## config.mk

```make
export PLATFORM = sky130hd
export DESIGN_NAME = fifo_uart_tx_flat
export DESIGN_NICKNAME = d
export VERILOG_FILES = /design/src/rtl/fifo_uart_tx_if.sv /design/src/rtl/fifo_uart_tx.sv /design/src/flat_wrapper.sv
export SDC_FILE = /design/constraint.sdc
export NUM_CORES = 1
export LEC_CHECK = 0
export ABC_AREA = 0
export ABC_CLOCK_PERIOD_IN_PS = 4400
export CAP_MARGIN = 20
export CORE_MARGIN = 8
export CORE_UTILIZATION = 31
export CTS_CLUSTER_DIAMETER = 60
export DETAILED_ROUTE_END_ITERATION = 8
export GPL_TIMING_DRIVEN = 0
export SYNTH_ARGS = -nofsm -noshare
export SYNTH_HDL_FRONTEND = slang
export SYNTH_SLANG_ARGS = --single-unit
```

## constraint.sdc

```tcl
create_clock -name CLK -period 4.4 [get_ports CLK]
set_input_delay 0.88 -clock CLK [delete_from_list [all_inputs] [get_ports CLK]]
set_output_delay 0.88 -clock CLK [all_outputs]
set_load 0.005 [all_outputs]
```

## src/rtl/fifo_uart_tx_if.sv

```systemverilog
// Bundle between the FIFO read port, the 8N1 serialiser and the UART pin.
// master: serialiser side; slave: FIFO/pin side.
interface fifo_uart_tx_if #(
  parameter int DATA_W = 8
);
  logic              tx_en;
  logic              empty;
  logic [DATA_W-1:0] fifo_data;
  logic              rd_en;
  logic              txd;
  logic              busy;
  logic              frame_done;

  modport master (
    input  tx_en, empty, fifo_data,
    output rd_en, txd, busy, frame_done
  );

  modport slave (
    output tx_en, empty, fifo_data,
    input  rd_en, txd, busy, frame_done
  );
endinterface

```

## src/rtl/fifo_uart_tx.sv

```systemverilog
// Pops words from the byte FIFO and sends each as an async frame on txd.
// Optional even-parity bit after the data bits: define UART_TX_PARITY_EN.
//
// state  | meaning
// IDLE   | line idle high, waiting for tx_en & !empty
// POP    | rd_en strobe to the FIFO
// LOAD   | capture fifo_data into the shift register
// START  | start bit (low)
// DATA   | data bits, LSB first
// PARITY | even parity of the data bits (UART_TX_PARITY_EN only)
// STOP   | stop bit (high); frame_done on its last cycle
module fifo_uart_tx #(
  parameter int DATA_W   = 8,
  parameter int BAUD_DIV = 16,
  parameter int DIV_W    = 8
) (
  input  logic           CLK,
  input  logic           RST,
  fifo_uart_tx_if.master bus
);

  localparam int BIT_W = $clog2(DATA_W + 1);
  localparam logic [DIV_W-1:0] BAUD_LAST = DIV_W'(BAUD_DIV - 1);
  localparam logic [BIT_W-1:0] BIT_LAST  = BIT_W'(DATA_W - 1);

  typedef enum logic [2:0] {
    IDLE   = 3'd0,
    POP    = 3'd1,
    LOAD   = 3'd2,
    START  = 3'd3,
    DATA   = 3'd4,
`ifdef UART_TX_PARITY_EN
    PARITY = 3'd6,
`endif
    STOP   = 3'd5
  } state_t;

  state_t            state, state_d;
  logic [DATA_W-1:0] shift_reg, shift_d;
  logic [BIT_W-1:0]  bit_cnt, bit_d;
  logic [DIV_W-1:0]  baud_cnt, baud_d;
  logic              txd_q, txd_d;
  logic              rd_en_q, rd_en_d;
  logic              busy_q, busy_d;
  logic              done_q, done_d;
  logic              baud_wrap;
  logic              can_pop;
`ifdef UART_TX_PARITY_EN
  logic              par_q, par_d;
`endif

  assign baud_wrap = (baud_cnt == BAUD_LAST);
  assign can_pop   = bus.tx_en && !bus.empty;

  always_ff @(posedge CLK or negedge RST) begin
    if (!RST) begin
      state     <= IDLE;
      shift_reg <= '0;
      bit_cnt   <= '0;
      baud_cnt  <= '0;
      txd_q     <= 1'b1;
      rd_en_q   <= 1'b0;
      busy_q    <= 1'b0;
      done_q    <= 1'b0;
`ifdef UART_TX_PARITY_EN
      par_q     <= 1'b0;
`endif
    end else begin
      state     <= state_d;
      shift_reg <= shift_d;
      bit_cnt   <= bit_d;
      baud_cnt  <= baud_d;
      txd_q     <= txd_d;
      rd_en_q   <= rd_en_d;
      busy_q    <= busy_d;
      done_q    <= done_d;
`ifdef UART_TX_PARITY_EN
      par_q     <= par_d;
`endif
    end
  end

  // Outputs are registered from the next-state values so they line up with the state they describe.
  always_comb begin
    state_d = state;
    shift_d = shift_reg;
    bit_d   = bit_cnt;
    baud_d  = baud_cnt;
`ifdef UART_TX_PARITY_EN
    par_d   = par_q;
`endif
    case (state)
      IDLE: if (can_pop) state_d = POP;
      POP:  state_d = LOAD;
      LOAD: begin
        shift_d = bus.fifo_data;
        bit_d   = '0;
        baud_d  = '0;
`ifdef UART_TX_PARITY_EN
        par_d   = ^bus.fifo_data;
`endif
        state_d = START;
      end
      START: begin
        if (baud_wrap) begin
          baud_d  = '0;
          state_d = DATA;
        end else begin
          baud_d = baud_cnt + DIV_W'(1);
        end
      end
      DATA: begin
        if (baud_wrap) begin
          baud_d  = '0;
          shift_d = shift_reg >> 1;
          bit_d   = bit_cnt + BIT_W'(1);
          if (bit_cnt == BIT_LAST) begin
`ifdef UART_TX_PARITY_EN
            state_d = PARITY;
`else
            state_d = STOP;
`endif
          end
        end else begin
          baud_d = baud_cnt + DIV_W'(1);
        end
      end
`ifdef UART_TX_PARITY_EN
      PARITY: begin
        if (baud_wrap) begin
          baud_d  = '0;
          state_d = STOP;
        end else begin
          baud_d = baud_cnt + DIV_W'(1);
        end
      end
`endif
      STOP: begin
        if (baud_wrap) begin
          baud_d  = '0;
          state_d = can_pop ? POP : IDLE;
        end else begin
          baud_d = baud_cnt + DIV_W'(1);
        end
      end
      default: state_d = IDLE;
    endcase

    case (state_d)
      START:   txd_d = 1'b0;
      DATA:    txd_d = shift_d[0];
`ifdef UART_TX_PARITY_EN
      PARITY:  txd_d = par_d;
`endif
      default: txd_d = 1'b1;
    endcase
    rd_en_d = (state_d == POP);
    busy_d  = (state_d != IDLE);
    done_d  = (state_d == STOP) && (baud_d == BAUD_LAST);
  end

  assign bus.txd        = txd_q;
  assign bus.rd_en      = rd_en_q;
  assign bus.busy       = busy_q;
  assign bus.frame_done = done_q;

endmodule
```

## src/flat_wrapper.sv

```systemverilog
// flat-port wrapper written by rule: the top's interface ports become plain ports
module fifo_uart_tx_flat 
#(
  parameter int DATA_W   = 8,
  parameter int BAUD_DIV = 16,
  parameter int DIV_W    = 8
)
  (CLK, RST, bus_tx_en, bus_empty, bus_fifo_data, bus_rd_en, bus_txd, bus_busy, bus_frame_done);
  fifo_uart_tx_if #(.DATA_W(DATA_W)) bus_i ();
  input  logic CLK;
  input  logic RST;
  input wire logic [$bits(bus_i.tx_en)-1:0] bus_tx_en;
  input wire logic [$bits(bus_i.empty)-1:0] bus_empty;
  input wire logic [$bits(bus_i.fifo_data)-1:0] bus_fifo_data;
  output wire logic [$bits(bus_i.rd_en)-1:0] bus_rd_en;
  output wire logic [$bits(bus_i.txd)-1:0] bus_txd;
  output wire logic [$bits(bus_i.busy)-1:0] bus_busy;
  output wire logic [$bits(bus_i.frame_done)-1:0] bus_frame_done;
  assign bus_i.tx_en = bus_tx_en;
  assign bus_i.empty = bus_empty;
  assign bus_i.fifo_data = bus_fifo_data;
  assign bus_rd_en = bus_i.rd_en;
  assign bus_txd = bus_i.txd;
  assign bus_busy = bus_i.busy;
  assign bus_frame_done = bus_i.frame_done;
  fifo_uart_tx #(.DATA_W(DATA_W), .BAUD_DIV(BAUD_DIV), .DIV_W(DIV_W)) u_core (.CLK(CLK), .RST(RST), .bus(bus_i));
endmodule
```

==> metrics.md <==
| Metric | Value |
|---|---|
| Share of power burned in registers | `0.414` |
| Vias per inst | `~5.0` |
| Place WS | `1.901 ns` |
| Final wirelength | `roughly 3600 um` |
| Maximum vdd drop | `between 200 and 250 uV` |
| Syn nets | `184` |
| Share of post-route cells with drive strength above 1 | `0.1000` |
| CP Buf/Inv Count | `0` |
| Clk Latency, worst-skew pair | `~0.28 ns` |
| Post-synth EDFFs | `0` |
| Crit-path max cell delay | `about 0.50 ns` |
| #FFs+latches synth | `27` |
| Crit path capture type | `flop` |
| Top FF cell, synth | `dfrtp_1` |
| Die area | `approximately 7500 um2` |
| Total gr overflow | `0` |
| Clk root buf | `clkbuf_8` |
| I/O pins | `16` |
| Hold Path End | `u_core.shift_reg[3]` |
| Crit path launch type | `flop` |
| Dpl cell area | `roughly 1800 um2` |
| Clock power share | `0.166` |
| Hold depth | `2` |
| Post-layout minimum cycle time | `2.304 ns` |
| Clock Tree Buf Depth | `2` |
| Logic gate share of total power | `0.421` |
| Port Buffers | `15` |
| NetSw | `0.3193 mW` |
| Synthesized area | `1556 um2` |
| DRT iter0 DRCs | `85` |
| Synth Instances | `170` |
| Largest net degree at the start of global routing | `16` |
| Clock transition at the registers of the reported paths | `roughly 0.09 ns` |
| Hold Path Class | `flop to flop` |
| Max Cap Viol | `0` |
| Pleak | `0.7905 nW` |
| Critical-path cell list | `ha_1 > nand4b_1 > nor2_1 > a211oi_1 > or3_2` |
| Clock Sinks | `27` |
| Final Hold Vio Count | `0` |
| Hold buffer count at cts | `0` |
| CTS tree | `done` |
| Critical path type | `flop to flop` |
| Critical Path RT | `around 4.6 ns` |
| Initial core utilization | `0.3252` |
| Fin util | `0.3869` |
| Sw Ratio | `0.3743` |
| Fin cells | `about 260` |
| Part of the cycle the worst path needs | `0.5237` |
| HPWL Detailed | `about 2700 um` |
| Setup tns final | `0 ns` |
| Synth async-reset ratio | `1.000` |
| Post-synthesis cell type count | `approximately 50` |
| DRC violations left | `0` |
| Core footprint | `between 4000 and 5000 um2` |
| Slew headroom | `0.5574` |
| FMAX | `approximately 430 MHz` |
| Post-CTS setup buffer count | `0` |
| Cell Rows | `25` |
| Data arrival time of the worst path | `roughly 2.5 ns` |
| Flop2flop setup slack | `roughly 2.1 ns` |
| Sequential-to-total area share from yosys stat | `0.4349` |
| Wirelength per Cell | `roughly 14 um` |
| Antenna cells | `0` |
| Antenna violations before repair | `0` |
| Overall routing resource usage | `0.1016` |
| Resize count post-CTS | `0` |
| Placed cells | `between 200 and 300` |
| Final setup viols | `0` |
| Total power per unit cell area | `460.7 nW/um2` |
| CP Max Fanout | `7` |
| Top delay family on crit path | `simple AND/OR/NAND/NOR gates` |
| DR vias | `~1,300` |
| Num CTS Buffers | `3` |
| Worst flop-to-flop path startpoint | `u_core.baud_cnt[0]` |
| Final #Nets | `around 210` |
| Height of the chip | `about 87 um` |
| Design Area, Final | `1852 um2` |
| Vias in the first global route | `roughly 1,300` |
| CP max stage cell | `or3_2` |
| Slew Limit Fails | `0` |
| First-pass GRT wire length | `6175 um` |
| Average size of a mapped cell | `approximately 9.2 um2` |
| TritonRoute pass-1 iters | `4` |
| Worst clock skew | `~0.0063 ns` |
| Layout area overhead | `18.97%` |
| Die Width | `roughly 87 um` |
| Setup slack after layout | `around 2.1 ns` |
| Internal power | `between 0.5 and 0.6 mW` |
| Run status | `finished clean` |
| RR Endpoint | `u_core.bus.busy` |
| Worst slew pin tran | `about 0.66 ns` |
| RSZ-0062 raised after global routing | `false` |
| Post-route ant nets | `0` |
| YS warnings | `0` |
| Leading cell types in the layout, fill and taps excluded | `nand2_1, dfrtp_1, clkdlybuf4s50_1, nor2_1, o21ai_0` |
| Gpl congestion | `between 0.8 and 0.9` |
| HP Start | `u_core.shift_reg[3]` |
| Register-to-Register Path Depth | `5` |
| H-tree depth | `1` |
==> layout make-up <==
| type | count | area (um2) |
|---|---|---|
| Multi-Input combinational cell | 127 | 799.5 |
| Fill cell | 493 | 2934 |
| Clock inverter | 1 | 5.005 |
| Timing Repair Buffer | 16 | 165.2 |
| Inverter | 3 | 11.26 |
| Clock buffer | 3 | 41.29 |
| Tap cell | 67 | 83.83 |
| Sequential cell | 27 | 676.9 |
| Buffer | 13 | 68.82 |
==> metal layers <==
metal,vias up,GRT usage,part of all wire
li1,658,-,-
met1,598,0.1355,0.48
met2,29,0.1513,0.45
met3,2,0.02830,0.054
met4,0,0.03756,0.011
met5,-,0,0
==> tightest hold or removal path, stage by stage (launching register included) <==
cell and delay (ns):
dfrtp_1 0.35, nand2_1 0.05, nand2_1 0.06
==> cell families after synthesis <==
| kind of cell | Yosys count | synth area share |
|---|---|---|
| simple gates | 70 | 0.2283 |
| compound gates | 48 | 0.2275 |
| flops | 27 | 0.4349 |
| buf+inv | 16 | 0.05144 |
| xor+xnor | 4 | 0.02251 |
| mux | 3 | 0.01929 |
| fa+ha+maj | 2 | 0.01607 |
==> how the worst max path moves through the flow <==
stage / from / end / slack [ns] / depth (start not counted)
finish: u_core.baud_cnt[0] / u_core.bus.busy / 2.10 / 5
global route: u_core.baud_cnt[0] / u_core.bus.busy / 1.96 / 5
CTS: u_core.baud_cnt[0] / u_core.bus.busy / 2.13 / 5
detailed placement: bus_empty / u_core.bus.frame_done / 1.90 / 7
global placement: bus_empty / u_core.bus.frame_done / 1.91 / 7
floorplan: bus_empty / u_core.bus.frame_done / 2.47 / 6
==> power groups by stage <==
stage	clock [mW]	combinational, mW	sequential (mW)
6_report	0.141	0.359	0.353
5_1_grt	0.161	0.409	0.361
2_1_floorplan	0	0.270	0.350
3_3_place_gp	0	0.354	0.356
3_5_place_dp	0	0.360	0.358
4_1_cts	0.148	0.361	0.353
==> cells in the mapped netlist, types with 3 or more instances <==
master | instances | share of area
o21ai_0 | 10 | 0.032
mux2i_1 | 3 | 0.019
and3_1 | 7 | 0.028
nand2_1 | 26 | 0.063
dfrtp_1 | 26 | 0.42
xor2_1 | 3 | 0.017
nor2_1 | 11 | 0.027
a22oi_1 | 6 | 0.029
clkbuf_1 | 8 | 0.019
inv_1 | 3 | 0.0072
nor3_1 | 4 | 0.013
a221oi_1 | 3 | 0.017
nand3_1 | 4 | 0.013
nor2b_1 | 3 | 0.012
a211oi_1 | 4 | 0.019
a21oi_1 | 7 | 0.023
==> per-stage QoR <==
step | hold WS, ns | total power, mW
after floorplan | 0.4461 | 0.6203
after global placement | 0.4602 | 0.7099
after detailed placement | 0.4690 | 0.7180
after CTS | 0.4922 | 0.8615
after global routing | 0.5036 | 0.9308
final | 0.4851 | 0.8532
Note: power is estimated with default switching activity, not from simulation.
